<file path="config.mk">
export PLATFORM = sky130hd
export DESIGN_NAME = note_sequencer_flat
export DESIGN_NICKNAME = d
export VERILOG_FILES = /design/src/rtl/note_sequencer_if.sv /design/src/rtl/note_sequencer.sv /design/src/flat_wrapper.sv
export SDC_FILE = /design/constraint.sdc
export NUM_CORES = 1
export LEC_CHECK = 0
export ABC_AREA = 1
export CAP_MARGIN = 30
export CORE_ASPECT_RATIO = 1.4
export CORE_MARGIN = 10
export CORE_UTILIZATION = 40
export CTS_BUF_LIST = sky130_fd_sc_hd__clkbuf_16
export CTS_CLUSTER_SIZE = 25
export DETAILED_ROUTE_END_ITERATION = 16
export PLACE_DENSITY = 0.54
export SLEW_MARGIN = 20
export SYNTH_ARGS = -nofsm -noshare
export SYNTH_HDL_FRONTEND = slang
export SYNTH_SLANG_ARGS = --single-unit
</file>
<file path="constraint.sdc">
create_clock -name clk -period 6.4 [get_ports clk]
set_input_delay 0.96 -clock clk [delete_from_list [all_inputs] [get_ports clk]]
set_output_delay 0.96 -clock clk [all_outputs]
set_load 0.02 [all_outputs]
</file>
<file path="src/rtl/note_sequencer_if.sv">
// note_sequencer_if
// Groups the song-load bus, detected-note stream, frame strobe and display
// outputs of the note sequencer into one bundle.
//   wr_en/wr_addr/wr_data : song RAM write port (driver -> sequencer)
//   song_len/start        : song length and start/restart request
//   note_in/note_valid    : detected note sample stream
//   frame_start           : vertical blanking pulse
//   past/current/future   : display note codes (sequencer -> display)
//   busy/song_done        : play status
//   miss_cnt              : saturating wrong-note counter
interface note_sequencer_if;
  logic       wr_en;
  logic [5:0] wr_addr;
  logic [5:0] wr_data;
  logic [6:0] song_len;
  logic       start;
  logic [5:0] note_in;
  logic       note_valid;
  logic       frame_start;
  logic [5:0] past;
  logic [5:0] current;
  logic [5:0] future;
  logic       busy;
  logic       song_done;
  logic [7:0] miss_cnt;

  // Sequencer side
  modport slave (
    input  wr_en, wr_addr, wr_data, song_len, start,
    input  note_in, note_valid, frame_start,
    output past, current, future, busy, song_done, miss_cnt
  );

  // Driver / display side
  modport master (
    output wr_en, wr_addr, wr_data, song_len, start,
    output note_in, note_valid, frame_start,
    input  past, current, future, busy, song_done, miss_cnt
  );
endinterface

</file>
<file path="src/rtl/note_sequencer.sv">
// note_sequencer
// Play-along song sequencer. Holds a song of up to DEPTH 6-bit note codes,
// compares the detected-note stream against the current note and advances
// after HOLD consecutive matching samples. Display codes (past/current/
// future) are published only on frame_start so the display never tears.
//   clk    : system clock
//   reset  : synchronous, active-high
//   bus    : note_sequencer_if.slave (write port, note stream, display)
module note_sequencer #(
  parameter int DEPTH = 64,
  parameter int HOLD  = 4
) (
  input  logic            clk,
  input  logic            reset,
  note_sequencer_if.slave bus
);

  typedef enum logic [2:0] {IDLE, PRIME0, PRIME1, LISTEN, FETCH, DONE} state_t;

  state_t     state;
  state_t     state_next;

  logic [5:0] mem [DEPTH];
  logic [5:0] rd_data;
  logic       rd_en;
  logic [5:0] rd_addr;

  logic [6:0] idx;
  logic [6:0] len;
  logic [5:0] cur_n;
  logic [5:0] next_n;
  logic [5:0] prev_n;
  logic [3:0] match_cnt;
  logic [7:0] miss_q;
  logic       done_q;
  logic [5:0] past_q;
  logic [5:0] current_q;
  logic [5:0] future_q;

  logic       busy;
  logic       start_ok;
  logic       sample_match;
  logic       hit;
  logic       last;
  logic [6:0] idx_plus2;

  assign busy         = (state == PRIME0) || (state == PRIME1) ||
                        (state == LISTEN) || (state == FETCH);
  assign start_ok     = bus.start && (bus.song_len >= 7'd1) &&
                        (bus.song_len <= 7'(DEPTH));
  assign sample_match = (bus.note_in == cur_n);
  assign hit          = (state == LISTEN) && bus.note_valid && sample_match &&
                        (match_cnt == 4'(HOLD - 1));
  assign last         = (idx == len - 7'd1);
  assign idx_plus2    = idx + 7'd2;

  // Song RAM: writes are locked out while a song is playing; reads are
  // registered so every read address lands in rd_data one cycle later.
  always_ff @(posedge clk) begin
    if (bus.wr_en && !busy)
      mem[bus.wr_addr] <= bus.wr_data;
    if (rd_en)
      rd_data <= mem[rd_addr];
  end

  // State register
  always_ff @(posedge clk) begin
    if (reset)
      state <= IDLE;
    else
      state <= state_next;
  end

  // Next-state and RAM read control. A read is issued one state ahead of
  // the state that consumes it to cover the RAM latency.
  always_comb begin
    state_next = state;
    rd_en      = 1'b0;
    rd_addr    = 6'd0;
    case (state)
      IDLE, DONE: begin
        if (start_ok) begin
          state_next = PRIME0;
          rd_en      = 1'b1;
          rd_addr    = 6'd0;
        end
      end
      PRIME0: begin
        state_next = PRIME1;
        if (len > 7'd1) begin
          rd_en   = 1'b1;
          rd_addr = 6'd1;
        end
      end
      PRIME1: state_next = LISTEN;
      LISTEN: begin
        if (hit) begin
          if (last) begin
            state_next = DONE;
          end else begin
            state_next = FETCH;
            if (idx_plus2 < len) begin
              rd_en   = 1'b1;
              rd_addr = idx_plus2[5:0];
            end
          end
        end
      end
      FETCH:   state_next = LISTEN;
      default: state_next = IDLE;
    endcase
  end

  // Song position, note window and scoring. The final hit blanks cur/next
  // so the display shows the song has ended; song_done is a registered
  // one-cycle pulse.
  always_ff @(posedge clk) begin
    if (reset) begin
      idx       <= 7'd0;
      len       <= 7'd0;
      cur_n     <= 6'd0;
      next_n    <= 6'd0;
      prev_n    <= 6'd0;
      match_cnt <= 4'd0;
      miss_q    <= 8'd0;
      done_q    <= 1'b0;
    end else begin
      done_q <= 1'b0;
      case (state)
        IDLE, DONE: begin
          if (start_ok) begin
            len       <= bus.song_len;
            idx       <= 7'd0;
            prev_n    <= 6'd0;
            miss_q    <= 8'd0;
            match_cnt <= 4'd0;
          end
        end
        PRIME0: cur_n <= rd_data;
        PRIME1: next_n <= (len > 7'd1) ? rd_data : 6'd0;
        LISTEN: begin
          if (bus.note_valid) begin
            if (sample_match) begin
              if (hit) begin
                prev_n    <= cur_n;
                match_cnt <= 4'd0;
                if (last) begin
                  cur_n  <= 6'd0;
                  next_n <= 6'd0;
                  done_q <= 1'b1;
                end else begin
                  cur_n <= next_n;
                  idx   <= idx + 7'd1;
                end
              end else begin
                match_cnt <= match_cnt + 4'd1;
              end
            end else begin
              match_cnt <= 4'd0;
              if ((bus.note_in != 6'd0) && (miss_q != 8'hFF))
                miss_q <= miss_q + 8'd1;
            end
          end
        end
        FETCH: next_n <= (idx + 7'd1 < len) ? rd_data : 6'd0;
        default: ;
      endcase
    end
  end

  // Display register set. Non-blocking capture means a frame_start that
  // coincides with an internal update publishes the pre-update values.
  always_ff @(posedge clk) begin
    if (reset) begin
      past_q    <= 6'd0;
      current_q <= 6'd0;
      future_q  <= 6'd0;
    end else if (bus.frame_start) begin
      past_q    <= prev_n;
      current_q <= cur_n;
      future_q  <= next_n;
    end
  end

  assign bus.past      = past_q;
  assign bus.current   = current_q;
  assign bus.future    = future_q;
  assign bus.busy      = busy;
  assign bus.song_done = done_q;
  assign bus.miss_cnt  = miss_q;

endmodule

</file>
<file path="src/flat_wrapper.sv">
// flat-port wrapper written by rule: the top's interface ports become plain ports
module note_sequencer_flat 
#(
  parameter int DEPTH = 64,
  parameter int HOLD  = 4
)
  (clk, reset, bus_wr_en, bus_wr_addr, bus_wr_data, bus_song_len, bus_start, bus_note_in, bus_note_valid, bus_frame_start, bus_past, bus_current, bus_future, bus_busy, bus_song_done, bus_miss_cnt);
  note_sequencer_if bus_i ();
  input  logic clk;
  input  logic reset;
  input wire logic [$bits(bus_i.wr_en)-1:0] bus_wr_en;
  input wire logic [$bits(bus_i.wr_addr)-1:0] bus_wr_addr;
  input wire logic [$bits(bus_i.wr_data)-1:0] bus_wr_data;
  input wire logic [$bits(bus_i.song_len)-1:0] bus_song_len;
  input wire logic [$bits(bus_i.start)-1:0] bus_start;
  input wire logic [$bits(bus_i.note_in)-1:0] bus_note_in;
  input wire logic [$bits(bus_i.note_valid)-1:0] bus_note_valid;
  input wire logic [$bits(bus_i.frame_start)-1:0] bus_frame_start;
  output wire logic [$bits(bus_i.past)-1:0] bus_past;
  output wire logic [$bits(bus_i.current)-1:0] bus_current;
  output wire logic [$bits(bus_i.future)-1:0] bus_future;
  output wire logic [$bits(bus_i.busy)-1:0] bus_busy;
  output wire logic [$bits(bus_i.song_done)-1:0] bus_song_done;
  output wire logic [$bits(bus_i.miss_cnt)-1:0] bus_miss_cnt;
  assign bus_i.wr_en = bus_wr_en;
  assign bus_i.wr_addr = bus_wr_addr;
  assign bus_i.wr_data = bus_wr_data;
  assign bus_i.song_len = bus_song_len;
  assign bus_i.start = bus_start;
  assign bus_i.note_in = bus_note_in;
  assign bus_i.note_valid = bus_note_valid;
  assign bus_i.frame_start = bus_frame_start;
  assign bus_past = bus_i.past;
  assign bus_current = bus_i.current;
  assign bus_future = bus_i.future;
  assign bus_busy = bus_i.busy;
  assign bus_song_done = bus_i.song_done;
  assign bus_miss_cnt = bus_i.miss_cnt;
  note_sequencer #(.DEPTH(DEPTH), .HOLD(HOLD)) u_core (.clk(clk), .reset(reset), .bus(bus_i));
endmodule
</file>
Word-level counts from Yosys, hierarchy flattened
Memory sizes are Yosys's and may differ from the RTL's. A register that Yosys moved wholly into a read port is not among the register bits.
Cells that the tools add are included.
{ "classes": {"reduce_logical": 27, "mux": 47, "n_eq_ne": 16, "n_bitwise": 4, "add_sub_neg": 5, "magnitude_cmp": 5} }
{ "ops": {"columns": ["op", "count"], "rows": [
  ["two-way mux 6 bit", 13],
  ["one-hot mux 6 bit (2 select lines)", 3],
  ["two-way mux 7 bit", 5],
  ["two-way mux 8 bit", 4],
  ["one-hot mux 6 bit (3 select lines)", 1],
  ["two-way mux 4 bit", 4],
  ["one-hot mux 8 bit (2 select lines)", 1],
  ["less-than comparator 7 bit", 2],
  ["one-hot mux 7 bit (2 select lines)", 1],
  ["one-hot mux 3 bit (4 select lines)", 1],
  ["two-way mux 1 bit", 10],
  ["AND reduction 5 bit", 2],
  ["adder 8 x 1 -> 8 bit (second input constant)", 1],
  ["inequality test 2 bit (second input constant)", 4],
  ["inequality test 8 bit (second input constant)", 1],
  ["one-hot mux 4 bit (2 select lines)", 1],
  ["AND reduction 4 bit", 2],
  ["adder 7 x 1 -> 7 bit (second input constant)", 1],
  ["adder 7 x 2 -> 7 bit (second input constant)", 1],
  ["== test 7 bit", 1],
  ["greater-or-equal comparator 7 x 1 -> 1 bit (second input constant)", 1],
  ["> comparator 7 x 1 -> 1 bit (second input constant)", 1],
  ["less-or-equal comparator 7 bit (second input constant)", 1],
  ["logical AND 1 bit", 7],
  ["22 further kinds", 35]
]} }
{ "totals": {"mem_count": 1, "inputBits": 31, "ramBits": 384, "out_inout_bits": 28, "wordCells": 117, "reg_bits": 66} }
{ "mem_list": {"columns": ["name", "words", "width", "read_ports", "rd_clocked_by_memory_dff", "write_ports", "line", "text"], "rows": [
  ["u_core.mem", 64, 6, 1, 1, 1, "note_sequencer.sv:23", "logic [5:0] mem [DEPTH];"]
]} }

Depth between registers and ports, before layout
{ "depth": {"word_depth": 8, "ltp_mapped": 23, "ltp_nobuf": 21} }

Worst setup path before layout
No wires, ideal clock.
{ "synth_timing": {"path_kind": "flip-flop to flip-flop", "start": "register u_core.idx[1]", "end": "register u_core.rd_data[3], read port of u_core.mem, data pin", "required_time_ns": 6.147, "setup_time_ns": 0.253, "path_buffers": 2, "path_stages_with_launch": 23, "period_less_slack_ns": 3.088, "path_slack_ns": 3.312, "arrival_time_ns": 2.835, "cell_sequence": "dfxtp_1 > ha_1 > nand2_1 > nor2_1 > xor2_1 > inv_1 > ha_1 > nand2_1 > nor2_1 > nor3_1 > nand2_1 > nor2_1 > nand2_1 > nor2_2 > inv_2 > buf_6 > buf_2 > nand3_1 > nand3_1 > nand3_1 > nand3_1 > nand3_1 > nand2_1"} }
{ "synth_via": {"elab_chain_len": 6, "elab_cells_between_ends": 11, "cone_classes": "1 x add/sub; 1 x order compare; 1 x eq/ne; 8 x mux"} }
{ "synth_rtl": {"columns": ["item", "line", "text"], "rows": [
  ["start: declaration", "note_sequencer.sv:28", "logic [6:0] idx;"],
  ["start signal: assignment", "note_sequencer.sv:153", "idx <= idx + 7'd1;"],
  ["adder 7 x 2 -> 7 bit", "note_sequencer.sv:55", "assign idx_plus2 = idx + 7'd2;"],
  ["less-than comparator 7 bit", "note_sequencer.sv:102", "if (idx_plus2 < len) begin"],
  ["two-way mux 1 bit or two-way mux 6 bit (tied branches)", "note_sequencer.sv:102", null],
  ["two-way mux 1 bit or two-way mux 6 bit (tied branches)", "note_sequencer.sv:98", "if (last) begin"],
  ["two-way mux 1 bit or two-way mux 6 bit (tied branches)", "note_sequencer.sv:97", "if (hit) begin"],
  ["one-hot mux 1 bit (3 select lines) or one-hot mux 6 bit (2 select lines) (tied branches)", "note_sequencer.sv:80", "case (state)"],
  ["end: declaration", "note_sequencer.sv:24", "logic [5:0] rd_data;"]
]} }
Several ways; a longest one is shown, not always the timed one.
A chain may end at the register's enable or synchronous reset.

Worst setup path after layout
{ "layout_timing": {"start": "register u_core.idx[1]", "end": "register u_core.rd_data[2], read port of u_core.mem, data pin"} }
The elaborated chain is that of the path after synthesis.

==> flow_summary_export.csv <==
group,metric,value,unit
yosys,synth-xor-area-share,0.4690,%
drt,wl,55890,µm
cts,post_cts_resized,0,
drt,drc,0,
timing,slew_headroom,33.90,%
timing,hold_slack,0.4673,ns
global_route,grt_pass1_vias,14750,
floorplan,dieArea,60950,µm²
floorplan,rows,98,
yosys,synth_fa_ha_area_share,1.218,%
drt,drt_iter0_markers,1083,
yosys,synth_top_family_by_area,"simple AND/OR/NAND/NOR gates",
worst_setup_path,critPathLaunchType,"flip-flop",
cells_and_area,layout_commonest_cell,"nand3_1",
worst_hold_path,hp-class,"flip-flop to flip-flop",
cts,cts_tree,"yes",
status,status,"finished, final reports clean",
floorplan,boundaryPins,59,
place,gp_congestion,0.8870,
worst_setup_path,critPathMaxFanout,158,
pwr,power,7.412,mW
drt,wl_met1,22360,µm
flow_run,drv_cap,0,
drt,wl_met2,29010,µm
worst_setup_path,cpMaxStageDelayCell,"dfxtp_1",
place,port_buffers,58,
global_route,grt_first_pass_wirelength,86140,µm
timing,drv_slew,0,
timing,skew,0.01469,ns
pwr,power.density,321.7,nW/µm²
floorplan,start_util,40.27,%
yosys,yosysUniqueCellTypes,35,
cts,cts_setup_buffers,0,
global_route,overflow,0,
drt,vias,14740,
yosys,synth-simple-area-share,24.90,%
drt,wl_per_cell,20.55,µm
global_route,antenna_found_initial,0,
place,placed_area,21560,µm²
timing,grt_setup_unrepaired,"false",
cts,htreeDepth,2,
worst_setup_path,slowest_delay,0.55,ns
floorplan,core,51010,µm²
drt,ant_nets,0,
pwr,ir_drop,215.6,µV
worst_setup_path,worstSetupPathType,"flip-flop to flip-flop",
cts,clkTransAtPathRegs,0.06,ns
timing,fin_crit,4.579,ns
drt,highest_layer,"met4",
worst_setup_path,cp_top_family,"simple AND/OR/NAND/NOR gates",
timing,final.setup.tns,0,ns
worst_setup_path,crit_path_cell_trace,"ha_1, nand2_1, nor2_1, xor2_1, inv_1, ha_1, nand3_1, nand3b_1, nand2_1, nor2_1, nand3_4, buf_12, nand3_1, nand3_1, nand3_1, nand2_1, nand2_1, nand3_1, nand3_1, nand2_1",
global_route,grt_max_degree,194,
cts,numCtsBuffers,46,
timing,tightest_slew,0.9886,ns
timing,post-route-period-util,71.54,%
cts,cts-root-buf,"clkbuf_16",
timing,hold_viol_final,0,
drt,via_per_inst,5.420,
place,dp_hpwl,34110,µm
cts,clock_latency,0.60,ns
worst_setup_path,cpMostUsedCell,"nand3_1",
cells_and_area,syn_to_final_growth,12.16,%
cells_and_area,fin_area,23040,µm²
worst_setup_path,cp-end-kind,"flip-flop",
worst_setup_path,arrival,4.92,ns
cells_and_area,layout_common_cells,"nand3_1 (513), edfxtp_1 (390), nand2_1 (326), inv_1 (208), nor2_1 (142)",
floorplan,fp.dieH,288.1,µm
yosys,synth-seq-cells,456,
timing,finalSetupViolCount,0,
timing,fmax,218.4,MHz
cts,cts_num_sinks,456,
cells_and_area,utilization,45.17,%
yosys,synthesis.nets,2072,
drt,dr_wl_met3,2538,µm
yosys,syn_avg_cell_area,10.16,µm²
cells_and_area,layout.nets,2084,
global_route,grt_util_all_layers,18.19,%
floorplan,die_x,211.5,µm
yosys,postSynthCellCount,2021,
yosys,syn_area,20540,µm²
pwr,p_leak,8.663,nW
cells_and_area,num_antenna_cells,0,
cells_and_area,fillers,4873,
worst_setup_path,cp.buffers_inverters,2,
cts,holdBufCountCts,0,
worst_setup_path,critPathRequiredTime,6.74,ns
drt,dr.pass1.iters,5,
yosys,ys_warn_count,0,
cts,cts_max_path_buffers,3,
cells_and_area,drive_gt1_share,5.845,%
yosys,synth_compound_area_share,3.271,%
yosys,yosysSeqAreaShare,63.44,%
yosys,synthMuxAreaShare,0,%
[worst paths after layout]
path | start | to | slack (ns) | depth (start not counted)
max reg2reg | u_core.idx[1] | u_core.rd_data[2] | 1.82 | 20
min reg2reg | u_core.prev_n[0] | u_core.prev_n[0] | 0.47 | 2
min | u_core.prev_n[0] | u_core.prev_n[0] | 0.47 | 2
max | u_core.idx[1] | u_core.rd_data[2] | 1.82 | 20
[state kept, by name (all words and copies together), names as in the netlist, 7 cells and up]
name	cells
u_core.mem	384
u_core.bus.miss_cnt	8
u_core.len	7
u_core.idx	7
[routing by layer]
metal,track usage (%),vias up
met1,21.41,7194
met3,2.452,105
met5,0,-
met4,7.098,0
li1,-,7036
met2,32.86,407
[power breakdown]
| group | internal, mW | switching, mW |
|---|---|---|
| logic | 0.432 | 0.919 |
| registers | 3.32 | 0.0882 |
| clock network | 1.48 | 1.17 |
[through the flow]
stage / std cells / worst slack, ns
floorplan: 2021 / 3.312
global placement: 2632 / 1.688
detailed placement: 2634 / 1.659
CTS: 2719 / 1.822
global route: 2720 / 1.447
finish: 2720 / 1.821
[synth_stat cells, drive strengths merged]
cell / number / area share [%]
nand3: 514 / 13
edfxtp: 390 / 57
nand2: 331 / 6.1
inv: 209 / 3.8
nor2: 149 / 2.9
buf: 73 / 2.1
nand3b: 68 / 2.5
dfxtp: 66 / 6.4
o21ai: 44 / 1.1
a21oi: 42 / 1.0
clkbuf: 41 / 0.75
ha: 20 / 1.2
o211ai: 14 / 0.51
nor3: 13 / 0.34
nand4: 12 / 0.37
xor2: 9 / 0.38
a31oi: 8 / 0.24
a211oi: 7 / 0.26
nor4: 2 / 0.061
o21a: 2 / 0.073
xnor2: 2 / 0.085
nor3b: 1 / 0.037
nor4b: 1 / 0.073
o2111ai: 1 / 0.043
o211a: 1 / 0.049
or2: 1 / 0.030
[cell families after synthesis]
group	count (synthesis)
AO/OA/AOI/OAI	119
flip-flops	456
AND/OR/NAND/NOR	1092
buffers and inverters	323
XOR/XNOR	11
adder cells (fa/ha/maj)	20
[tightest hold or removal path: stages, from the launching register on]
cell,delay [ns]
dfxtp_1,0.31
nand2_1,0.06
a21oi_1,0.05
[cell type report]
type                            count  area [µm²]  area share [%]
Clock inverter                     37       264.0           1.146
Inverter                          209       784.5           3.405
Multi-Input combinational cell   1242        6176           26.80
Timing Repair Buffer               78       770.7           3.345
Sequential cell                   456       13030           56.56
Tap cell                          650       813.3           3.530
Clock buffer                       48        1201           5.213
(Power assumes the default switching activity.)
